[src/rtl/mult_digit_sequencer_if.sv]
// Requester and multiplier-core signals of the digit-serial multiplier sequencer.
// "slave" is the sequencer's view; "master" is the requester plus the 2x2 core.
interface mult_digit_sequencer_if #(
  parameter int WIDTH = 8
);
  logic                 start;
  logic [WIDTH-1:0]     a;
  logic [WIDTH-1:0]     b;
  logic                 busy;
  logic                 done;
  logic [2*WIDTH-1:0]   product;
  logic [1:0]           mul_a;
  logic [1:0]           mul_b;
  logic [3:0]           mul_c;

  modport master (
    output start, a, b, mul_c,
    input  busy, done, product, mul_a, mul_b
  );

  modport slave (
    input  start, a, b, mul_c,
    output busy, done, product, mul_a, mul_b
  );
endinterface

[src/rtl/mult_digit_sequencer.sv]
// Radix-4 digit-serial WIDTHxWIDTH unsigned multiplier that time-shares one
// external combinational 2x2 core, one partial product per clock.
module mult_digit_sequencer #(
  parameter int WIDTH = 8
) (
  input  logic                  clk,
  input  logic                  rst_n,
  mult_digit_sequencer_if.slave bus
);
  localparam int N  = WIDTH / 2;
  localparam int IW = (N > 1) ? $clog2(N) : 1;
  localparam logic [IW-1:0] LAST = IW'(N - 1);

  typedef enum logic [1:0] {IDLE, RUN, DONE} state_t;

  state_t               state_reg;
  logic [WIDTH-1:0]     a_reg, b_reg;
  logic [2*WIDTH-1:0]   acc_reg;
  logic [2*WIDTH-1:0]   product_reg;
  logic [IW-1:0]        i_reg, j_reg;
  logic                 busy_reg, done_reg;
  logic [2*WIDTH-1:0]   pp_next;
  logic [1:0]           mul_a_next, mul_b_next;

  // Core result shifted to its weight: digit i of a times digit j of b.
  always_comb begin
    pp_next = (2*WIDTH)'(bus.mul_c) << (2 * (int'(i_reg) + int'(j_reg)));
  end

  always_comb begin
    mul_a_next = '0;
    mul_b_next = '0;
    if (state_reg == RUN) begin
      mul_a_next = a_reg[2*int'(i_reg) +: 2];
      mul_b_next = b_reg[2*int'(j_reg) +: 2];
    end
  end

  always_ff @(posedge clk) begin
    if (!rst_n) begin
      state_reg   <= IDLE;
      a_reg       <= '0;
      b_reg       <= '0;
      acc_reg     <= '0;
      product_reg <= '0;
      i_reg       <= '0;
      j_reg       <= '0;
      busy_reg    <= 1'b0;
      done_reg    <= 1'b0;
    end else begin
      done_reg <= 1'b0;
      case (state_reg)
        IDLE: begin
          if (bus.start) begin
            a_reg     <= bus.a;
            b_reg     <= bus.b;
            acc_reg   <= '0;
            i_reg     <= '0;
            j_reg     <= '0;
            busy_reg  <= 1'b1;
            state_reg <= RUN;
          end
        end
        RUN: begin
          acc_reg <= acc_reg + pp_next;
          // j is the fast digit index; i advances when j wraps.
          if (j_reg == LAST) begin
            j_reg <= '0;
            if (i_reg == LAST) begin
              i_reg     <= '0;
              state_reg <= DONE;
            end else begin
              i_reg <= i_reg + IW'(1);
            end
          end else begin
            j_reg <= j_reg + IW'(1);
          end
        end
        DONE: begin
          product_reg <= acc_reg;
          done_reg    <= 1'b1;
          busy_reg    <= 1'b0;
          state_reg   <= IDLE;
        end
        default: state_reg <= IDLE;
      endcase
    end
  end

  assign bus.busy    = busy_reg;
  assign bus.done    = done_reg;
  assign bus.product = product_reg;
  assign bus.mul_a   = mul_a_next;
  assign bus.mul_b   = mul_b_next;
endmodule

[src/flat_wrapper.sv]
// flat-port wrapper written by rule: the top's interface ports become plain ports
module mult_digit_sequencer_flat 
#(
  parameter int WIDTH = 8
)
  (clk, rst_n, bus_start, bus_a, bus_b, bus_mul_c, bus_busy, bus_done, bus_product, bus_mul_a, bus_mul_b);
  mult_digit_sequencer_if #(.WIDTH(WIDTH)) bus_i ();
  input  logic clk;
  input  logic rst_n;
  input wire logic [$bits(bus_i.start)-1:0] bus_start;
  input wire logic [$bits(bus_i.a)-1:0] bus_a;
  input wire logic [$bits(bus_i.b)-1:0] bus_b;
  input wire logic [$bits(bus_i.mul_c)-1:0] bus_mul_c;
  output wire logic [$bits(bus_i.busy)-1:0] bus_busy;
  output wire logic [$bits(bus_i.done)-1:0] bus_done;
  output wire logic [$bits(bus_i.product)-1:0] bus_product;
  output wire logic [$bits(bus_i.mul_a)-1:0] bus_mul_a;
  output wire logic [$bits(bus_i.mul_b)-1:0] bus_mul_b;
  assign bus_i.start = bus_start;
  assign bus_i.a = bus_a;
  assign bus_i.b = bus_b;
  assign bus_i.mul_c = bus_mul_c;
  assign bus_busy = bus_i.busy;
  assign bus_done = bus_i.done;
  assign bus_product = bus_i.product;
  assign bus_mul_a = bus_i.mul_a;
  assign bus_mul_b = bus_i.mul_b;
  mult_digit_sequencer #(.WIDTH(WIDTH)) u_core (.clk(clk), .rst_n(rst_n), .bus(bus_i));
endmodule
[config.mk]
export PLATFORM = sky130hd
export DESIGN_NAME = mult_digit_sequencer_flat
export DESIGN_NICKNAME = d
export VERILOG_FILES = /design/src/rtl/mult_digit_sequencer_if.sv /design/src/rtl/mult_digit_sequencer.sv /design/src/flat_wrapper.sv
export SDC_FILE = /design/constraint.sdc
export NUM_CORES = 1
export LEC_CHECK = 0
export BUFFER_PORTS_ARGS = -buffer_cell sky130_fd_sc_hd__buf_2
export CORE_UTILIZATION = 35
export CTS_CLUSTER_SIZE = 24
export DETAILED_ROUTE_END_ITERATION = 16
export PLACE_DENSITY = 0.53
export SYNTH_ARGS = -nofsm -noshare
export SYNTH_HDL_FRONTEND = slang
export SYNTH_SLANG_ARGS = --single-unit
[constraint.sdc]
create_clock -name clk -period 9.3 [get_ports clk]
set_input_delay 0.465 -clock clk [delete_from_list [all_inputs] [get_ports clk]]
set_output_delay 0.465 -clock clk [all_outputs]
set_load 0.005 [all_outputs]
==> results of run 1 <==
[worst max path at each step]
stage | startpoint | to | slack (ps) | cells past startpoint
after floorplan | u_core.i_reg[0] | u_core.acc_reg[10] | 6100 | 15
after global placement | u_core.i_reg[0] | u_core.acc_reg[10] | 5920 | 14
after detailed placement | u_core.i_reg[0] | u_core.acc_reg[10] | 5800 | 14
after CTS | u_core.i_reg[0] | u_core.acc_reg[10] | 5760 | 14
after global routing | u_core.i_reg[0] | u_core.acc_reg[14] | 5340 | 13
final | u_core.i_reg[0] | u_core.acc_reg[10] | 5780 | 14
[layout by cell type (no fill, tap or decap), types with 5 or more instances in the layout]
| master | netlist | final |
|---|---|---|
| a21boi_0 | 19 | 19 |
| a21oi_1 | 14 | 14 |
| ha_1 | 18 | 18 |
| dfxtp_1 | 56 | 56 |
| nand2_1 | 53 | 53 |
| nor2_1 | 20 | 20 |
| o21ai_0 | 14 | 14 |
| nor2b_1 | 17 | 17 |
| a21o_1 | 5 | 5 |
| clkbuf_8 | 0 | 5 |
| xor2_1 | 8 | 8 |
| buf_2 | 5 | 44 |
| a22oi_1 | 6 | 6 |
| a22o_1 | 16 | 16 |
| inv_1 | 10 | 10 |
| xnor2_1 | 5 | 5 |
| nand2b_1 | 7 | 7 |
[kinds of logic (layout without fill, tap and decap cells)]
| group | Yosys count | in the layout | synth area share, % |
|---|---|---|---|
| compound gates | 98 | 98 | 24.6 |
| buf+inv | 28 | 64 | 3.85 |
| xor+xnor | 13 | 13 | 3.81 |
| simple gates | 115 | 115 | 17.8 |
| fa+ha+maj | 20 | 20 | 8.87 |
| flops | 56 | 56 | 37.5 |
| mux | 6 | 6 | 3.68 |
[cell type report]
cell class              instances  area share, %
flip-flops and latches         56           33.3
multi-input cells             252           52.1
inverters                      10           1.11
repair buffers                 46           6.98
clock buffers                   5           2.04
clock inverters                 3          0.557
well taps                     105           3.90
[power by group]
part           total [mW]  switching, mW  leakage [nW]  internal (mW)
Sequential          0.252        0.00493         0.455          0.247
Combinational      0.0523         0.0303         0.923         0.0220
Clock               0.134         0.0815        0.0479         0.0528
Total               0.438          0.117          1.43          0.321
[metrics by stage]
stage                     setup slack [ps]  util [%]  std cells  cell area [um2]  hold slack [ps]
after floorplan                       6100         -        336             2990              440
after global placement                5920      39.7        469             3280              447
after detailed placement              5800      39.7        469             3280              456
after CTS                             5760      40.8        477             3370              373
after global routing                  5340      40.8        477             3370              370
final                                 5780      40.8        477             3370              378
[critical path, cell delays in order, from the launching register on]
cell	delay, ps
dfxtp_1	490
ha_1	200
inv_1	40
fa_1	640
nand2_1	150
nor2_1	140
ha_1	210
inv_1	70
fa_1	370
and2b_1	230
o21ai_2	80
o221ai_2	320
a41oi_1	200
xor2_1	170
o21ai_0	130
[layer usage]
metal / track usage, % / share of wire, % / vias to the layer above
li1: - / - / 1256
met1: 20.8 / 49 / 1124
met2: 27.8 / 47 / 35
met3: 3.22 / 2.9 / 7
met4: 4.55 / 1.1 / 0
met5: 0 / 0 / -
==> impl_metrics.csv, run 1 <==
group,metric,value,unit
detailed_routing,num_vias,2422,
cts,post_cts_resize_count,0,
logic_synthesis,synth_ff_type,"dfxtp_1",
min_path,hold_end,"u_core.b_reg[3]",
detailed_routing,dr.pass1.iters,4,
sta,tightest_slew,756,ps
sta,hold_violations,0,
logic_synthesis,postSynthCellCount,336,
min_path,hp-class,"input pin to register",
logic_synthesis,synth_area,0.00299,mm2
cts,numCtsBuffers,5,
sta,tns,0,ps
floorplan,start_util,36.2,%
logic_synthesis,yosysTopAreaCellShare,37.5,%
sta,fmax,284,MHz
cts,h-tree-depth,2,
setup_path,path_class,"register to register",
setup_path,start_kind,"register",
logic_synthesis,ys_warn_count,0,
logic_synthesis,synthArstFlopShare,0,%
cts,cts_tree,"yes",
layout,antenna_cells,0,
setup_path,required,9540,ps
sta,fin_crit,3520,ps
pwr,p_total,0.438,mW
place,place_congestion,0.926,
floorplan,io_pins,45,
pwr,p_leak,1.43,nW
sta,post-route-period-util,37.9,%
logic_synthesis,yosys-top-cells-count,"dfxtp_1, nand2_1, nor2_1",
layout,area_growth,12.6,%
logic_synthesis,yosysUniqueCellTypes,47,
logic_synthesis,syn_area_per_cell,8.90,um2
logic_synthesis,ys_ff_latch,56,
detailed_routing,routed_wl,6.61,mm
sta,drv_slew,0,
detailed_routing,drtIter0Drc,79,
sta,skew,16.1,ps
cts,clkTransAtPathRegs,110,ps
logic_synthesis,yosysTopAreaCell,"dfxtp_1",
layout,multiInputGateArea,0.00176,mm2
min_path,hold_depth,3,
cts,cts_root_buffer,"clkbuf_8",
global_route,grt_pass1_vias,2367,
place,io_buffers,44,
cts,cts_sinks,56,
global_route,grt_pass1_wl,11.4,mm
setup_path,arrival,3760,ps
logic_synthesis,yosys.cell_count.top_type,"dfxtp_1",
logic_synthesis,synth_nets,379,
run_status,outcome,"finished clean",
place,dp_hpwl,4.92,mm
layout,layout-drive-gt1-share,18.3,%
global_route,grt_overflow,0,
floorplan,coreArea,0.00826,mm2
floorplan,die_area,0.00892,mm2
cts,cts_hold_buffers,0,
setup_path,rrSetupSlack,5780,ps
min_path,min-delay-start,"bus_b[3]",
floorplan,fp.dieW,94.5,um
logic_synthesis,synth-edff-count,0,
global_route,grt_use_total,16.3,%
cts,clock_latency,320,ps
layout,fin_nets,414,
pwr,power.density,130,mW/mm2
detailed_routing,post_drt_wl_per_cell,13.9,um
pwr,ir_worst_vdd,0.0599,mV
sta,setup-violations-final,0,
global_route,grt_max_degree,34,
detailed_routing,viasPerCell,5.08,
layout,n_fill_cell,853,
cts,cts_setup_buffers,0,
flow_run,cap_violations,0,
logic_synthesis,yosysSeqAreaShare,37.5,%
floorplan,rows,33,
setup_path,r2r_start,"u_core.i_reg[0]",
cts,cts_buffer_depth,2,
layout,seqCellArea,0.00112,mm2
setup_path,endpoint_kind,"register",
setup_path,crit_fanout,9,
detailed_routing,final_antenna_net_count,0,
detailed_routing,drc,0,
sta,maxSlewHeadroom,49.4,%
logic_synthesis,ys_top_cells_by_area,"dfxtp_1, ha_1, nand2_1",
setup_path,r2r_cells,14,
setup_path,r2r-end,"u_core.acc_reg[10]",
sta,rsz0062_at_grt,"false",
floorplan,fp.dieH,94.5,um
global_route,antenna_found_initial,0,
(Power assumes the default switching activity.)
==> inputs of run 2 (changes only) <==
==> constraint.sdc (replaced) <==
create_clock -name clk -period 3.43 [get_ports clk]
set_input_delay 0.1715 -clock clk [delete_from_list [all_inputs] [get_ports clk]]
set_output_delay 0.1715 -clock clk [all_outputs]
set_load 0.005 [all_outputs]
==> impl_metrics.csv, run 2 (same netlist as run 1, synthesis figures left out) <==
group,metric,value,unit
cts,cts_setup_buffers,0,
floorplan,start_util,36.2,%
flow_run,cap_violations,0,
place,dp_hpwl,5.07,mm
cts,cts_tree,"yes",
layout,final_util,41.6,%
global_route,grt_pass1_vias,2396,
layout,fin_nets,418,
setup_path,critPathBufInv,2,
detailed_routing,wl_met3,201,um
pwr,ir_worst_vdd,0.199,mV
layout,seqCellArea,0.00112,mm2
sta,post-route-period-util,91.1,%
layout,final_common_cell,"dfxtp_1",
cts,h-tree-depth,2,
global_route,grt_overflow,0,
pwr,power.density,369,mW/mm2
min_path,hp-class,"input pin to register",
place,post-place-cells,473,
detailed_routing,post_drt_wl_per_cell,14.1,um
sta,setup-violations-final,0,
setup_path,start_kind,"register",
global_route,grt_use_total,16.5,%
setup_path,arrival,3370,ps
detailed_routing,met1_length,3.31,mm
detailed_routing,wl_met2,3.22,mm
detailed_routing,final_antenna_net_count,0,
setup_path,required,3670,ps
floorplan,die_area,0.00892,mm2
setup_path,crit_chain,"ha_1 -> inv_1 -> fa_1 -> nand2_1 -> nor2_1 -> ha_1 -> inv_1 -> fa_1 -> and2b_1 -> o21ai_2 -> o221ai_4 -> a41oi_1 -> xor2_1 -> o21ai_0",
place,dpl_cell_area,0.00331,mm2
layout,antenna_cells,0,
detailed_routing,num_vias,2473,
setup_path,crit_fanout,5,
layout,area_growth,14.8,%
setup_path,crit_path_top_delay_cell,"fa_1",
cts,cts_root_buffer,"clkbuf_8",
floorplan,fp.dieH,94.5,um
sta,hold_violations,0,
floorplan,rows,33,
sta,fin_crit,3120,ps
setup_path,path_class,"register to register",
cts,cts_buffer_depth,2,
sta,maxSlewHeadroom,52.7,%
floorplan,fp.dieW,94.5,um
cts,numCtsBuffers,5,
detailed_routing,viasPerCell,5.14,
setup_path,cpPeakStageDelay,500,ps
sta,drv_slew,0,
run_status,outcome,"finished clean",
layout,layout-drive-gt1-share,19.7,%
sta,tightest_slew,709,ps
cts,clock_latency,310,ps
sta,fmax,320,MHz
place,post-place-ws,215,ps
setup_path,path_delay_family,"adder cells",
sta,setup_slack,306,ps
layout,n_fill_cell,841,
detailed_routing,dr.pass1.iters,4,
detailed_routing,routed_wl,6.80,mm
floorplan,coreArea,0.00826,mm2
pwr,p_leak,1.45,nW
sta,rsz0062_at_grt,"false",
floorplan,io_pins,45,
detailed_routing,highest_layer,"met4",
place,io_buffers,44,
setup_path,endpoint_kind,"register",
layout,mostFrequentLayoutCells,"dfxtp_1, nand2_1, buf_2",
cts,clkTransAtPathRegs,110,ps
global_route,grt_max_degree,34,
layout,multiInputGateArea,0.00177,mm2
global_route,antenna_found_initial,0,
layout,final_cells,481,
global_route,grt_pass1_wl,11.6,mm
detailed_routing,drtIter0Drc,107,
place,place_congestion,0.896,
sta,skew,9.41,ps
detailed_routing,drc,0,
sta,tns,0,ps
layout,fin_area,0.00344,mm2
cts,cts_sinks,56,
[run 2: final timing paths]
check                        from            endpoint  slack, ps  cells after the start
setup / recovery  u_core.i_reg[0]  u_core.acc_reg[10]        310                     14
hold / removal           bus_b[5]     u_core.b_reg[5]         90                      3
setup reg to reg  u_core.i_reg[0]  u_core.acc_reg[10]        310                     14
hold reg to reg   u_core.a_reg[4]     u_core.a_reg[4]        470                      2
[run 2: metrics by stage]
| stage | power, mW | hold slack [ps] |
|---|---|---|
| after floorplan | 0.796 | 316 |
| after global placement | 0.842 | 423 |
| after detailed placement | 0.844 | 430 |
| after CTS | 1.29 | 84.3 |
| after global routing | 1.33 | 89.5 |
| final | 1.27 | 87.7 |
[run 2: layout make-up]
type	instances	area share [%]
clock buffer	5	2.00
clock inverter	3	1.24
inverter	10	1.09
multi-input combinational	252	51.4
sequential	56	32.7
tap	105	3.82
timing repair buffer	50	7.72
[run 2: repair_timing]
item,in CTS,in global routing
resized for setup,0,4
endpoints found under the setup margin,0,2
hold buffers,0,0
[run 2: worst min-delay path: cells and delay by family]
family	cells	cell delay, ps
compound gates	1	60
simple gates	1	40
buf+inv	1	90
[run 2: metal layers]
metal	up-vias	global-route usage [%]
li1	1260	-
met1	1166	21.4
met2	41	28.3
met3	6	3.14
met4	0	3.91
met5	-	0
[run 2: power by group]
part           switching (mW)  internal (mW)  total [mW]
Combinational          0.0854         0.0621       0.148
Sequential             0.0120          0.669       0.681
Clock                   0.224          0.217       0.441
==> inputs of run 3 (changes only) <==
--- a/config.mk
+++ b/config.mk
@@ -5,11 +5,12 @@
 export SDC_FILE = /design/constraint.sdc
 export NUM_CORES = 1
 export LEC_CHECK = 0
+export ABC_AREA = 1
 export BUFFER_PORTS_ARGS = -buffer_cell sky130_fd_sc_hd__buf_2
 export CORE_UTILIZATION = 35
 export CTS_CLUSTER_SIZE = 24
 export DETAILED_ROUTE_END_ITERATION = 16
-export PLACE_DENSITY = 0.53
+export PLACE_DENSITY = 0.55
 export SYNTH_ARGS = -nofsm -noshare
 export SYNTH_HDL_FRONTEND = slang
 export SYNTH_SLANG_ARGS = --single-unit
==> constraint.sdc (replaced) <==
create_clock -name clk -period 2.7 [get_ports clk]
set_input_delay 0.135 -clock clk [delete_from_list [all_inputs] [get_ports clk]]
set_output_delay 0.135 -clock clk [all_outputs]
set_load 0.005 [all_outputs]
==> impl_metrics.csv, run 3 <==
group,metric,value,unit
run_status,outcome,"finished, violations left",
run_status,violations,"setup timing",
min_path,hold_depth,3,
pwr,share_comb_of_total_power,21.8,%
setup_path,start_kind,"register",
setup_path,endpoint_kind,"register",
logic_synthesis,ys_warn_count,0,
layout,area_growth,28.7,%
detailed_routing,wl_met3,334,um
global_route,grt_pass1_wl,15.1,mm
min_path,hp-class,"input pin to register",
global_route,antenna_found_initial,0,
logic_synthesis,synth-edff-count,0,
layout,final_common_cell,"nand2_1",
place,place_congestion,0.874,
floorplan,io_pins,45,
global_route,grt_max_degree,35,
sta,maxSlewHeadroom,52.4,%
logic_synthesis,synth_area,0.00338,mm2
setup_path,required,2970,ps
logic_synthesis,yosysTopAreaCell,"dfxtp_1",
cts,cts_sinks,56,
setup_path,worst_path_most_repeated_cell,"nand2_1",
setup_path,crit_chain,"ha_4 -> inv_2 -> fa_2 -> buf_4 -> buf_4 -> nand2_1 -> nor2_2 -> ha_4 -> nand2_2 -> nand2_1 -> nand2_1 -> nand3_4 -> nand2_2 -> nand2_1 -> nand2_1 -> nand3_1 -> a21oi_2",
layout,layout-drive-gt1-share,34.8,%
detailed_routing,met1_length,4.60,mm
logic_synthesis,yosys.cell_count.top_type,"nand2_1",
sta,post-route-period-util,101,%
detailed_routing,final_antenna_net_count,0,
floorplan,die_area,0.0101,mm2
floorplan,rows,35,
logic_synthesis,synth_nets,537,
logic_synthesis,syn_area_per_cell,6.84,um2
detailed_routing,drtIter0Drc,130,
min_path,hold_end,"u_core.a_reg[6]",
setup_path,crit_path_top_delay_cell,"fa_2",
logic_synthesis,ys_top_cells_by_area,"dfxtp_1, nand2_1, nor2_1",
setup_path,r2r_start,"u_core.i_reg[0]",
global_route,grt_use_total,19.0,%
cts,cts_tree,"yes",
detailed_routing,viasPerCell,4.73,
logic_synthesis,postSynthCellCount,494,
cts,h-tree-depth,2,
pwr,p_int,1.20,mW
sta,skew,14.5,ps
flow_run,cap_violations,0,
sta,drv_slew,0,
setup_path,path_class,"register to register",
cts,clock_latency,320,ps
pwr,power.density,400,mW/mm2
cts,cts_buffer_depth,2,
logic_synthesis,yosysUniqueCellTypes,39,
pwr,ir_worst_vdd,0.269,mV
floorplan,coreArea,0.00928,mm2
cts,cts_root_buffer,"clkbuf_8",
setup_path,r2r_cells,17,
place,dp_hpwl,6.44,mm
setup_path,crit_start,"u_core.i_reg[0]",
pwr,power_switching,0.541,mW
layout,final_util,46.8,%
pwr,seqPwrFrac,50.7,%
floorplan,fp.dieW,100,um
detailed_routing,num_vias,3261,
layout,n_fill_cell,940,
sta,rsz0062_at_grt,"true",
setup_path,r2r-end,"u_core.acc_reg[14]",
sta,setup-violations-final,4,
logic_synthesis,yosysTopAreaCellShare,33.2,%
logic_synthesis,synthArstFlopShare,0,%
detailed_routing,wl_met2,4.05,mm
sta,fin_crit,2730,ps
logic_synthesis,ys_ff_latch,56,
logic_synthesis,yosysSeqAreaShare,33.2,%
layout,antenna_cells,0,
logic_synthesis,synth_ff_type,"dfxtp_1",
setup_path,rrSetupSlack,-30,ps
floorplan,fp.dieH,100,um
cts,numCtsBuffers,5,
layout,mostFrequentLayoutCells,"nand2_1, nor2_1, dfxtp_1",
sta,setup_slack,-31.2,ps
detailed_routing,drc,0,
sta,hold_violations,0,
detailed_routing,routed_wl,9.12,mm
sta,tightest_slew,712,ps
detailed_routing,highest_layer,"met4",
global_route,grt_pass1_vias,3131,
pwr,clkPwrFrac,27.5,%
layout,fin_nets,602,
min_path,min-delay-start,"bus_a[6]",
global_route,grt_overflow,0,
pwr,p_leak,2.05,nW
cts,cts_hold_buffers,0,
logic_synthesis,yosys-top-cells-count,"nand2_1, nor2_1, dfxtp_1",
cts,clkTransAtPathRegs,110,ps
detailed_routing,dr.pass1.iters,4,
setup_path,cpPeakStageDelay,580,ps
setup_path,arrival,3000,ps
place,io_buffers,44,
detailed_routing,post_drt_wl_per_cell,13.2,um
sta,tns,-65.3,ps
place,post-place-ws,-112,ps
setup_path,crit_fanout,6,
sta,fmax,366,MHz
pwr,p_sw_share,31.1,%
floorplan,start_util,36.4,%
[run 3: cell types whose count changed after synthesis, sizes merged, moves of 8 or more]
cell,change
o21ai,+17
nor2b,-17
inv,+49
a21oi,+19
a21boi,-20
nand2,+78
xor2,-8
nor2,+58
a22o,-16
nand3,+39
[run 3: per-stage QoR]
| step | hold WS, ps | instance area (um2) | instances | power, mW |
|---|---|---|---|---|
| floorplan | 270 | 3380 | 494 | 1.11 |
| global placement | 357 | 3780 | 669 | 1.19 |
| detailed placement | 364 | 3780 | 669 | 1.19 |
| CTS | 36.6 | 4050 | 682 | 1.70 |
| global route | 44.4 | 4350 | 689 | 1.82 |
| finish | 40.0 | 4350 | 689 | 1.74 |
[run 3: metal layers]
| metal | vias up | global-route usage (%) |
|---|---|---|
| met5 | - | 0 |
| met4 | 0 | 5.02 |
| met3 | 11 | 3.13 |
| met2 | 46 | 30.8 |
| met1 | 1490 | 26.2 |
| li1 | 1714 | - |
[run 3: repair_timing]
action / CTS / global route
pin swaps: 28 / 27
setup buffers: 5 / 7
resized for setup: 39 / 50
setup endpoints to repair: 10 / 14
[run 3: cell families (layout without fill, tap and decap cells)]
group           after synthesis  after routing  synth area share [%]
simple gates                266            266                  35.6
compound gates               77             77                  13.2
buf+inv                      74            140                  9.88
flops                        56             56                  33.2
fa+ha+maj                    20             20                  7.85
mux                           1              1                 0.296
[run 3: layout make-up]
class / instances / area [um2] / share of cell area [%]
Clock inverter: 1 / 8.76 / 0.201
Timing Repair Buffer: 73 / 445 / 10.2
Inverter: 59 / 233 / 5.35
Clock buffer: 7 / 76.3 / 1.76
Tap cell: 129 / 161 / 3.71
Sequential cell: 56 / 1120 / 25.8
Multi-Input combinational cell: 364 / 2300 / 52.9
[run 3: power groups by stage]
| stage | Sequential [mW] | Combinational (mW) | Clock [mW] |
|---|---|---|---|
| floorplan | 0.893 | 0.219 | 0 |
| detailed placement | 0.895 | 0.296 | 0 |
| global placement | 0.895 | 0.293 | 0 |
| global route | 0.884 | 0.420 | 0.512 |
| CTS | 0.879 | 0.328 | 0.494 |
| finish | 0.881 | 0.379 | 0.479 |
[run 3: worst max-delay path by stage]
stage	slack (ps)	to
2_1_floorplan	20	u_core.acc_reg[12]
3_3_place_gp	-140	u_core.acc_reg[12]
3_5_place_dp	-110	u_core.acc_reg[12]
4_1_cts	-30	u_core.acc_reg[11]
5_1_grt	-160	u_core.acc_reg[15]
6_report	-30	u_core.acc_reg[14]
[run 3: worst max-delay path, delay by kind of cell (launching register included)]
family	cells	cell delay [ps]
flip-flops	1	370
AO/OA/AOI/OAI	1	160
buffers and inverters	3	280
AND/OR/NAND/NOR	10	930
adder cells (fa/ha/maj)	3	950
